`config.mk`:
```
export PLATFORM = sky130hd
export DESIGN_NAME = div_nbit_rv
export DESIGN_NICKNAME = d
export VERILOG_FILES = /design/src/rtl/div_nbit_rv.sv
export SDC_FILE = /design/constraint.sdc
export NUM_CORES = 1
export LEC_CHECK = 0
export ABC_AREA = 1
export BUFFER_PORTS_ARGS = -buffer_cell sky130_fd_sc_hd__buf_2
export CORE_ASPECT_RATIO = 1.75
export CORE_MARGIN = 2
export CORE_UTILIZATION = 60
export CTS_CLUSTER_SIZE = 16
export DETAILED_ROUTE_END_ITERATION = 8
export PLACE_DENSITY = 0.8
export SLEW_MARGIN = 10
export SYNTH_ARGS = -nofsm -noshare
export SYNTH_HDL_FRONTEND = slang
export SYNTH_SLANG_ARGS = --single-unit
```
`constraint.sdc`:
```
create_clock -name clk -period 19.1 [get_ports clk]
set_input_delay 3.82 -clock clk [delete_from_list [all_inputs] [get_ports clk]]
set_output_delay 3.82 -clock clk [all_outputs]
set_load 0.02 [all_outputs]
```
`src/rtl/div_nbit_rv.sv`:
```
// div_nbit_rv: iterative restoring radix-2 divider with RISC-V DIV/DIVU/REM/REMU
// semantics, request tag and back-pressured result handshake.
// Optional build macro: DIV_EARLY_OUT_EN (leading-zero based early-out iteration count).
module div_nbit_rv #(
   parameter int SIZE  = 32,
   parameter int TAG_W = 4
) (
   input  logic             clk,
   input  logic             reset,
   input  logic             start,
   output logic             ready,
   input  logic             is_signed,
   input  logic [TAG_W-1:0] tag,
   input  logic [SIZE-1:0]  dividend,
   input  logic [SIZE-1:0]  divisor,
   output logic             valid,
   input  logic             out_ready,
   output logic             error,
   output logic             overflow,
   output logic [SIZE-1:0]  quotient,
   output logic [SIZE-1:0]  remainder,
   output logic [TAG_W-1:0] tag_out
);

   localparam int CW = $clog2(SIZE + 1);
   localparam logic [SIZE-1:0] ONE     = {{(SIZE-1){1'b0}}, 1'b1};
   localparam logic [SIZE-1:0] MIN_VAL = {1'b1, {(SIZE-1){1'b0}}};

   typedef enum logic [2:0] {
      IDLE,
      SETUP,
      DIVIDE,
      FIXUP,
      DONE
   } state_t;

   state_t state, state_next;

   // captured request
   logic            signed_r;
   logic            neg_n;
   logic            neg_d;
   logic [SIZE-1:0] raw_n;
   logic [SIZE-1:0] abs_n;
   logic [SIZE-1:0] abs_d;

   // working registers; quo/rem double as the result registers
   logic [SIZE-1:0]   quo;
   logic [SIZE-1:0]   rem;
   logic [SIZE-1:0]   cnt;
   logic [2*SIZE-1:0] sdiv;

   // combinational helpers
   logic              in_neg_n;
   logic              in_neg_d;
   logic [SIZE-1:0]   in_abs_n;
   logic [SIZE-1:0]   in_abs_d;
   logic              div_zero;
   logic              div_ovf;
   logic              too_small;
   logic              fits;
   logic              last;
   logic [2*SIZE-1:0] rem_ext;
   logic [CW-1:0]     shamt;

   assign ready     = (state == IDLE);
   assign valid     = (state == DONE);
   assign quotient  = quo;
   assign remainder = rem;

   // request decode, magnitude and special-case detection
   always_comb begin
      in_neg_n  = is_signed & dividend[SIZE-1];
      in_neg_d  = is_signed & divisor[SIZE-1];
      in_abs_n  = in_neg_n ? ('0 - dividend) : dividend;
      in_abs_d  = in_neg_d ? ('0 - divisor)  : divisor;
      div_zero  = (divisor == '0);
      div_ovf   = is_signed && (dividend == MIN_VAL) && (divisor == '1);
      too_small = (abs_d > abs_n);
      rem_ext   = {{SIZE{1'b0}}, rem};
      fits      = (rem_ext >= sdiv);
      last      = (cnt == ONE);
   end

`ifdef DIV_EARLY_OUT_EN
   function automatic logic [CW-1:0] lzc(input logic [SIZE-1:0] v);
      logic found;
      lzc   = '0;
      found = 1'b0;
      for (int unsigned i = 0; i < SIZE; i++) begin
         if (!found) begin
            if (v[SIZE-1-i]) found = 1'b1;
            else             lzc   = lzc + 1'b1;
         end
      end
   endfunction

   logic [CW-1:0] lzc_n;
   logic [CW-1:0] lzc_d;

   // shift = k-1 = lzc(|divisor|) - lzc(|dividend|); only used when |divisor| <= |dividend|
   always_comb begin
      lzc_n = lzc(abs_n);
      lzc_d = lzc(abs_d);
      shamt = lzc_d - lzc_n;
   end
`else
   // fixed full-width iteration count
   always_comb begin
      shamt = CW'(SIZE - 1);
   end
`endif

   // state register
   always_ff @(posedge clk or posedge reset) begin
      if (reset) state <= IDLE;
      else       state <= state_next;
   end

   // next-state logic
   always_comb begin
      state_next = state;
      case (state)
         IDLE: begin
            if (start) begin
               if (div_zero || div_ovf) state_next = DONE;
               else                     state_next = SETUP;
            end
         end
         SETUP:   state_next = too_small ? DONE : DIVIDE;
         DIVIDE:  state_next = last ? FIXUP : DIVIDE;
         FIXUP:   state_next = DONE;
         DONE:    state_next = out_ready ? IDLE : DONE;
         default: state_next = IDLE;
      endcase
   end

   // datapath: capture, setup, restoring iteration and sign fix-up
   always_ff @(posedge clk or posedge reset) begin
      if (reset) begin
         signed_r <= 1'b0;
         neg_n    <= 1'b0;
         neg_d    <= 1'b0;
         raw_n    <= '0;
         abs_n    <= '0;
         abs_d    <= '0;
         quo      <= '0;
         rem      <= '0;
         cnt      <= '0;
         sdiv     <= '0;
         error    <= 1'b0;
         overflow <= 1'b0;
         tag_out  <= '0;
      end else begin
         case (state)
            IDLE: begin
               if (start) begin
                  tag_out  <= tag;
                  signed_r <= is_signed;
                  neg_n    <= in_neg_n;
                  neg_d    <= in_neg_d;
                  raw_n    <= dividend;
                  abs_n    <= in_abs_n;
                  abs_d    <= in_abs_d;
                  error    <= div_zero;
                  overflow <= ~div_zero & div_ovf;
                  if (div_zero) begin
                     quo <= '1;
                     rem <= dividend;
                  end else if (div_ovf) begin
                     quo <= dividend;
                     rem <= '0;
                  end
               end
            end
            SETUP: begin
               quo <= '0;
               if (too_small) begin
                  rem <= raw_n;
               end else begin
                  rem  <= abs_n;
                  sdiv <= {{SIZE{1'b0}}, abs_d} << shamt;
                  cnt  <= ONE << shamt;
               end
            end
            DIVIDE: begin
               if (fits) begin
                  rem <= rem - sdiv[SIZE-1:0];
                  quo <= quo | cnt;
               end
               sdiv <= sdiv >> 1;
               cnt  <= cnt >> 1;
            end
            FIXUP: begin
               if (signed_r) begin
                  if (neg_n ^ neg_d) quo <= '0 - quo;
                  if (neg_n)         rem <= '0 - rem;
               end
            end
            default: ;
         endcase
      end
   end

endmodule

```
; ---- Word level (Yosys, flattened, before mapping)
; Index checks and enable logic that the tools add are counted.
[word_totals]
reg_bits = 268
latchBits = 0
ramBits = 0
mem_bits_ro = 0
inputBits = 73
elab_cells = 79
memories = 0
[op_classes]
add_sub_neg = 5
multipliers = 0
div_mod_pow = 0
order_cmp = 2
eq_ne = 14
shift = 0
mux = 27
bitwise_logic = 6
reduce_logical = 11
[op_table]
columns = op, n
row1 = $mux 32, 16
row2 = $pmux 32 s4, 2
row3 = $pmux 64 s2, 1
row4 = $sub 1x32->32 const A, 4
row5 = $eq 32x32->1 const B, 2
row6 = $ge 32x64->1, 1
row7 = $mux 64, 1
row8 = $pmux 32 s2, 1
row9 = $eq 32x1->1 const B, 1
row10 = $gt 32x32->1, 1
row11 = $logic_not 32->1, 1
row12 = $or 32x32->32, 1
row13 = $sub 32x32->32, 1
row14 = $pmux 3 s5, 1
row15 = $mux 3, 4
row16 = $ne 2x2->1 const B, 6
row17 = $reduce_and 6->1, 2
row18 = $eq 3x2->1 const B, 2
row19 = $reduce_and 2->1, 2
row20 = $reduce_bool 4->1, 1
row21 = $and 1x1->1, 3
row22 = $eq 3x1->1 const B, 1
row23 = $eq 3x3->1 const B, 1
row24 = $logic_not 3->1, 1
row25 = 7 further kinds, 8

; ---- Longest topological paths before layout
; Gate-level depths: netlist of the first run.
[logic_depth]
depth_word = 7
mapped_depth = 21

; ---- Worst setup path after synthesis of the first run
; No wires, ideal clock.
[synth_timing]
path_kind = input port to flip-flop
start = in divisor[1]
end = reg rem[20], in the netlist remainder[20]
setup_ps = 123
t_arrival_ps = 5316
required_ps = 18977
slack_ps = 13661
path_stages = 15
path_cell_list = inv_1 > ha_1 > nand2_2 > nor2_4 > nand4_2 > nor2_4 > nor2_1 > nand2_1 > nand2_2 > nor2_2 > nand2_2 > buf_6 > buf_6 > nand2_1 > nand2_1
[synth_between]
elab_chain_len = 4
[synth_lines]
columns = item, line
row1 = start: declaration, 15  ; input logic [SIZE-1:0] divisor,
row2 = $eq 32x32->1 / $logic_not 32->1 (equally long branches), "78, 77"
row3 = $logic_and 1x1->1 / $mux 32 (equally long branches), "78, 167"
row4 = $ne 3x1->1 (no line) / $mux 32 (equally long branches), --
row5 = $reduce_and 6->1 (no line) / $pmux 32 s4 (equally long branches), --
row6 = end signal: assignment, 169  ; rem <= dividend;
row7 = end signal: assignment, 179  ; rem <= raw_n;
row8 = end signal: assignment, 181  ; rem <= abs_n;
row9 = end: declaration, 49  ; logic [SIZE-1:0] rem;
; Parallel ways exist; a longest one is shown, timed or not. The select of a mux whose other input is x is not followed.
; A chain may end at the register's enable or synchronous reset.

; ---- Worst setup path after layout of the first run
[layout_timing]
start = in divisor[1]
end = reg rem[31], in the netlist remainder[31]
; The elaborated chain is that of the path after synthesis.

==> impl_metrics.env, run 1 <==
export IMPL_io_buffers=144
export IMPL_clock_latency_ns=0.57
export IMPL_yosys_top_cells_area="dfrtp_1 35%, nand2_1 14%, inv_1 8.1%"
export IMPL_min_period_ns=6.68
export IMPL_async_flop_share_pct=100
export IMPL_seq_power_share_pct=27.1
export IMPL_synth_most_common_cell="nand2_1"
export IMPL_power_mw=3.69
export IMPL_synthDistinctLibCells=55
export IMPL_ys_warn_count=0
export IMPL_cts_sinks=266
export IMPL_switchingPower_mw=1.98
export IMPL_fmax_ghz=0.150
export IMPL_start_util_pct=61.0
export IMPL_synthDominantCellAreaShare_pct=35.4
export IMPL_peakVddDrop_mv=0.132
export IMPL_tritoncts="yes"
export IMPL_crit_path_start_kind="input port"
export IMPL_leakagePower_nw=10.3
export IMPL_gr_usage_met1_pct=44.7
export IMPL_grt_max_degree=123
export IMPL_root_buffer="clkbuf_16"
export IMPL_place_inst=3243
export IMPL_synth_edf_count=0
export IMPL_stdcell_area_um2=20500
export IMPL_hold_ws_ns=0.469
export IMPL_grt_busiest_layer="met2"
export IMPL_ios=145
export IMPL_status="finished, final reports clean"
export IMPL_swShare_pct=53.8
export IMPL_rrSetupSlack_ns=13.99
export IMPL_dp_hpwl_um=51100
export IMPL_worst_slack_ns=12.42
export IMPL_finalHoldViolCount=0
export IMPL_hold_class="reg -> reg"
export IMPL_worst_slew_margin_rel_pct=22.7
export IMPL_intPower_mw=1.70
export IMPL_clock_path_buffers=3
export IMPL_first_global_vias=19400
export IMPL_cts_max_level=1
export IMPL_grt_first_pass_wirelength_um=104000
export IMPL_arrival_ns=7.15
export IMPL_post_drt_wl_per_cell_um=20.8
export IMPL_tightest_slew_ns=1.15
export IMPL_fin_crit_sh_pct=35.0
export IMPL_placementRows=85
export IMPL_remaining_drc_errors=0
export IMPL_clock_skew_ns=0.0256
export IMPL_die_h_um=238
export IMPL_use_met2_pct=67.7
export IMPL_fin_util_pct=66.4
export IMPL_antenna_left=0
export IMPL_use_met3_pct=8.24
export IMPL_drv_cap=0
export IMPL_synth_largest_area_cell="dfrtp_1"
export IMPL_share_comb_of_total_power_pct=58.6
export IMPL_syn_num_nets=2941
export IMPL_drt_pass1_iterations=6
export IMPL_grt_ovfl_total=0
export IMPL_fp_dieW_um=138
export IMPL_place_area_um2=19600
export IMPL_power_frac_clock_pct=14.3
export IMPL_postCtsSetupBuffers=0
export IMPL_synth_seq_cells=266
export IMPL_hold_buffers=0
export IMPL_tns_ns=0
export IMPL_synth_seq_area_share_pct=35.4
export IMPL_rsz0062_at_grt="false"
export IMPL_power_density_nw_per_um2=180
export IMPL_worstRegToRegCells=13
export IMPL_die_area_um2=32800
export IMPL_drt_total_wl_um=68600
export IMPL_fin_nets=3024
export IMPL_place_congestion=1.01
export IMPL_synth_area_um2=18800
export IMPL_crit_required_ns=19.57
export IMPL_track_usage_pct=42.0
export IMPL_crit_path_end_kind="flip-flop"
export IMPL_syn_avg_cell_area_um2=6.72
export IMPL_synth_commonest_cells="713 x nand2_1, 408 x inv_1, 284 x nor2_1"
export IMPL_ctsResizeCount=0
export IMPL_setup_violations=0
export IMPL_syn_inst=2798
export IMPL_hold_depth=2
export IMPL_synth_ff_type="dfrtp_1"
export IMPL_area_growth_pct=8.98
export IMPL_crit_type="in -> reg"
export IMPL_final_max_slew_viol_count=0
export IMPL_antenna_found_initial=2
export IMPL_fin_cells=3291
export IMPL_num_vias=19900
export IMPL_core_area_um2=30800
export IMPL_cp_max_fo=35
export IMPL_cts_made_buffers=27
export IMPL_drt_iter0_drc=1640
export IMPL_clkTransAtPathRegs_ns=0.06
export IMPL_drive_above_1_share_pct=8.52
export IMPL_post_place_ws_ns=11.89
export IMPL_avgViaCountPerCell=6.05
[cell families (layout without fill, tap and decap cells)]
logic type      Yosys count  after routing  share of synthesized area (%)
mux                       1              1                         0.0599
compound gates          488            488                           14.5
flops                   266            266                           35.4
other cells               0              2                              0
simple gates           1419           1419                           32.7
xor+xnor                 32             32                           1.49
fa+ha+maj                70             70                           4.70
buf+inv                 522            622                           11.1
[cells in the final DEF, fill, tap and decap left out, drive strengths merged, types with 48 or more instances in the layout]
cell    instances
o21ai         268
nand4          84
dfrtp         266
ha             69
nand3         236
nor2          293
buf           159
a21oi          77
inv           413
o22ai          66
o211ai         48
nand2         720
[flip-flops by register name (all words and copies together) (netlist names), 3 cells and up]
signal,flops
raw_n,32
abs_n,31
abs_d,32
state,3
sdiv,63
quotient,32
cnt,32
tag_out,4
remainder,32
[metal layers]
metal	up-vias	part of all wire, %
met3	312	7.8
met1	9260	34
met5	-	0
met4	0	11
li1	9354	-
met2	975	47
[worst max-delay path, cell delays in order]
cell      delay [ns]
buf_2           0.11
inv_1           0.11
ha_1            0.20
nand2_2         0.09
nor2_4          0.16
nand4_2         0.13
nor2_4          0.67
nor2_1          0.08
nand2_1         0.13
nand2_2         0.08
nor2_2          0.40
nand2_2         0.48
clkinv_2        0.45
nor2_1          0.08
a21oi_1         0.14
[cell type report]
cell class / count / area [µm²]
fill: 2837 / 10400
multi-input combinational: 2010 / 10100
sequential: 266 / 6660
inverter: 417 / 1580
timing repair buffer: 159 / 833
clock buffer: 39 / 781
tap: 391 / 489
clock inverter: 7 / 67.6
antenna: 2 / 5.00
[power groups by stage]
stage               sequential, mW  combinational [mW]  clock (mW)
finish                       0.998                2.16       0.527
global route                  1.01                2.39       0.549
CTS                          0.985                2.09       0.528
detailed placement           0.993                2.08           0
global placement             0.986                2.02           0
floorplan                    0.986                1.47           0
[worst paths after layout]
| check | from | to |
|---|---|---|
| worst max-delay path | divisor[1] | remainder[31] |
| worst min-delay path | tag_out[3] | tag_out[3] |
| worst max register to register | abs_n[27] | sdiv[31] |
| worst min register to register | tag_out[3] | tag_out[3] |
| max in group asynchronous | reset | sdiv[53] |
| min in group asynchronous | reset | sdiv[9] |
No activity file was read; power rests on OpenSTA's default activity.
==> run 2, diff against run 1 <==
--- a/config.mk
+++ b/config.mk
@@ -9,10 +9,10 @@
 export BUFFER_PORTS_ARGS = -buffer_cell sky130_fd_sc_hd__buf_2
 export CORE_ASPECT_RATIO = 1.75
 export CORE_MARGIN = 2
-export CORE_UTILIZATION = 60
+export CORE_UTILIZATION = 56
 export CTS_CLUSTER_SIZE = 16
 export DETAILED_ROUTE_END_ITERATION = 8
-export PLACE_DENSITY = 0.8
+export PLACE_DENSITY = 0.78
 export SLEW_MARGIN = 10
 export SYNTH_ARGS = -nofsm -noshare
 export SYNTH_HDL_FRONTEND = slang
==> constraint.sdc (replaced) <==
create_clock -name clk -period 5.6 [get_ports clk]
set_input_delay 1.12 -clock clk [delete_from_list [all_inputs] [get_ports clk]]
set_output_delay 1.12 -clock clk [all_outputs]
set_load 0.02 [all_outputs]
==> run 2 against run 1 <==
  * Via count is essentially flat
  * Combinational power grew to 3.4 times the previous value
  * Non-clock buffer count grew 7
  * Clock-buffer cell count is the same
  * Total power grew to 3.4 times the previous value
  * Clock power grew to 3.7 times the previous value
  * Die area grew 7.0%
  * Clock skew shrank 0.011 ns
  * Sequential share of layout area shrank 0.25 points
  * Worst hold slack gained 0.0088 ns
  * Cell area grew 0.76%
  * Routed wire length grew 1.2%
==> impl_metrics.env, run 2 (synthesis gave the netlist of run 1 again) <==
export IMPL_status="finished, final reports clean"
export IMPL_clock_latency_ns=0.57
export IMPL_power_frac_clock_pct=15.3
export IMPL_io_buffers=144
export IMPL_antenna_found_initial=5
export IMPL_crit_type="reg -> reg"
export IMPL_final_common_cell="nand2_1"
export IMPL_drt_iter0_drc=1544
export IMPL_grt_max_degree=176
export IMPL_remaining_drc_errors=0
export IMPL_fillers=3134
export IMPL_fin_util_pct=62.5
export IMPL_leakagePower_nw=10.4
export IMPL_layout_common_cells="712 x nand2_1, 407 x inv_1, 284 x nor2_1"
export IMPL_post_place_ws_ns=1.38
export IMPL_area_growth_pct=9.82
export IMPL_rrSetupSlack_ns=1.64
export IMPL_place_congestion=0.978
export IMPL_track_usage_pct=39.8
export IMPL_crit_buf_inv=3
export IMPL_hold_ws_ns=0.478
export IMPL_tightest_slew_ns=1.28
export IMPL_r2r_end="cnt[6]"
export IMPL_place_area_um2=19700
export IMPL_clkTransAtPathRegs_ns=0.07
export IMPL_slowest_stage="nand2_2"
export IMPL_ctsResizeCount=0
export IMPL_stdcell_area_um2=20600
export IMPL_rsz0062_at_grt="false"
export IMPL_hold_buffers=0
export IMPL_tns_ns=0
export IMPL_avgViaCountPerCell=6.00
export IMPL_antenna_left=0
export IMPL_fin_cells=3317
export IMPL_critPathTopFamily="simple AND/OR/NAND/NOR gates"
export IMPL_switchingPower_mw=6.71
export IMPL_intPower_mw=5.93
export IMPL_core_area_um2=33000
export IMPL_ios=145
export IMPL_grt_first_pass_wirelength_um=107000
export IMPL_place_inst=3264
export IMPL_postCtsSetupBuffers=0
export IMPL_first_global_vias=19400
export IMPL_min_period_ns=3.96
export IMPL_drive_above_1_share_pct=8.81
export IMPL_dp_hpwl_um=52900
export IMPL_worstRegToRegCells=12
export IMPL_clock_path_buffers=3
export IMPL_die_area_um2=35100
export IMPL_crit_path_max_incr_delay_ns=0.58
export IMPL_start_util_pct=56.9
export IMPL_cts_sinks=266
export IMPL_root_buffer="clkbuf_16"
export IMPL_tritoncts="yes"
export IMPL_seq_power_share_pct=26.8
export IMPL_cts_max_level=1
export IMPL_clock_skew_ns=0.0149
export IMPL_fp_dieW_um=143
export IMPL_grt_ovfl_total=0
export IMPL_fin_nets=3031
export IMPL_placementRows=88
export IMPL_crit_required_ns=6.01
export IMPL_hold_class="in -> async"
export IMPL_rr_startpoint="abs_n[27]"
export IMPL_share_comb_of_total_power_pct=57.9
export IMPL_drt_total_wl_um=69500
export IMPL_drt_pass1_iterations=6
export IMPL_worst_slack_ns=1.64
export IMPL_fin_crit_sh_pct=70.8
export IMPL_finalHoldViolCount=0
export IMPL_crit_path_start_kind="flip-flop"
export IMPL_post_drt_wl_per_cell_um=20.9
export IMPL_drv_cap=0
export IMPL_peakVddDrop_mv=0.317
export IMPL_worst_slew_margin_rel_pct=14.7
export IMPL_fmax_ghz=0.252
export IMPL_power_mw=12.6
export IMPL_num_vias=19900
export IMPL_crit_path_end_kind="flip-flop"
export IMPL_final_max_slew_viol_count=0
export IMPL_setup_violations=0
export IMPL_swShare_pct=53.1
export IMPL_cts_made_buffers=27
export IMPL_crit_chain="inv_1, ha_1, nand4_1, nor3_1, nor2b_1, nand4_1, buf_4, nand2_2, nand2_2, nand2_4, buf_4, o22ai_1"
export IMPL_cp_max_fo=50
export IMPL_largest_reg_flops=63
export IMPL_power_density_nw_per_um2=612
export IMPL_regMostFlops="sdiv"
export IMPL_arrival_ns=4.37
export IMPL_die_h_um=246
run 2: area by class of cell:
type	instances	area, µm²	share of cell area, %
timing repair buffer	166	898	4.35
clock buffer	39	781	3.78
tap	405	507	2.45
inverter	417	1580	7.64
multi-input combinational	2010	10100	48.8
antenna	5	12.5	0.0606
sequential	266	6660	32.2
clock inverter	9	138	0.667
run 2: worst max-delay path by stage:
stage | slack, ns | cells past startpoint | startpoint | to
after floorplan | 0.97 | 1 | reset | abs_d[0]
after global placement | 1.43 | 14 | dividend[1] | remainder[0]
after detailed placement | 1.38 | 15 | dividend[1] | remainder[31]
after CTS | 1.72 | 11 | abs_d[27] | cnt[6]
after global routing | 1.42 | 12 | abs_n[27] | cnt[6]
final | 1.64 | 12 | abs_n[27] | cnt[6]
run 2: power by group through the flow:
stage               logic, mW  clock network (mW)  registers, mW
floorplan                5.01                   0           3.36
global placement         7.00                   0           3.34
detailed placement       7.14                   0           3.38
CTS                      7.19                1.93           3.35
global route             8.15                2.01           3.46
finish                   7.31                1.93           3.39
run 2: routing by layer:
| layer | global-route usage (%) | share of wire [%] | wire, µm | vias up |
|---|---|---|---|---|
| li1 | - | - | - | 9364 |
| met1 | 44.8 | 35 | 24500 | 9322 |
| met2 | 67.3 | 48 | 33500 | 935 |
| met3 | 5.31 | 6.7 | 4690 | 293 |
| met4 | 31.3 | 9.8 | 6780 | 0 |
| met5 | 0 | 0 | 0 | - |
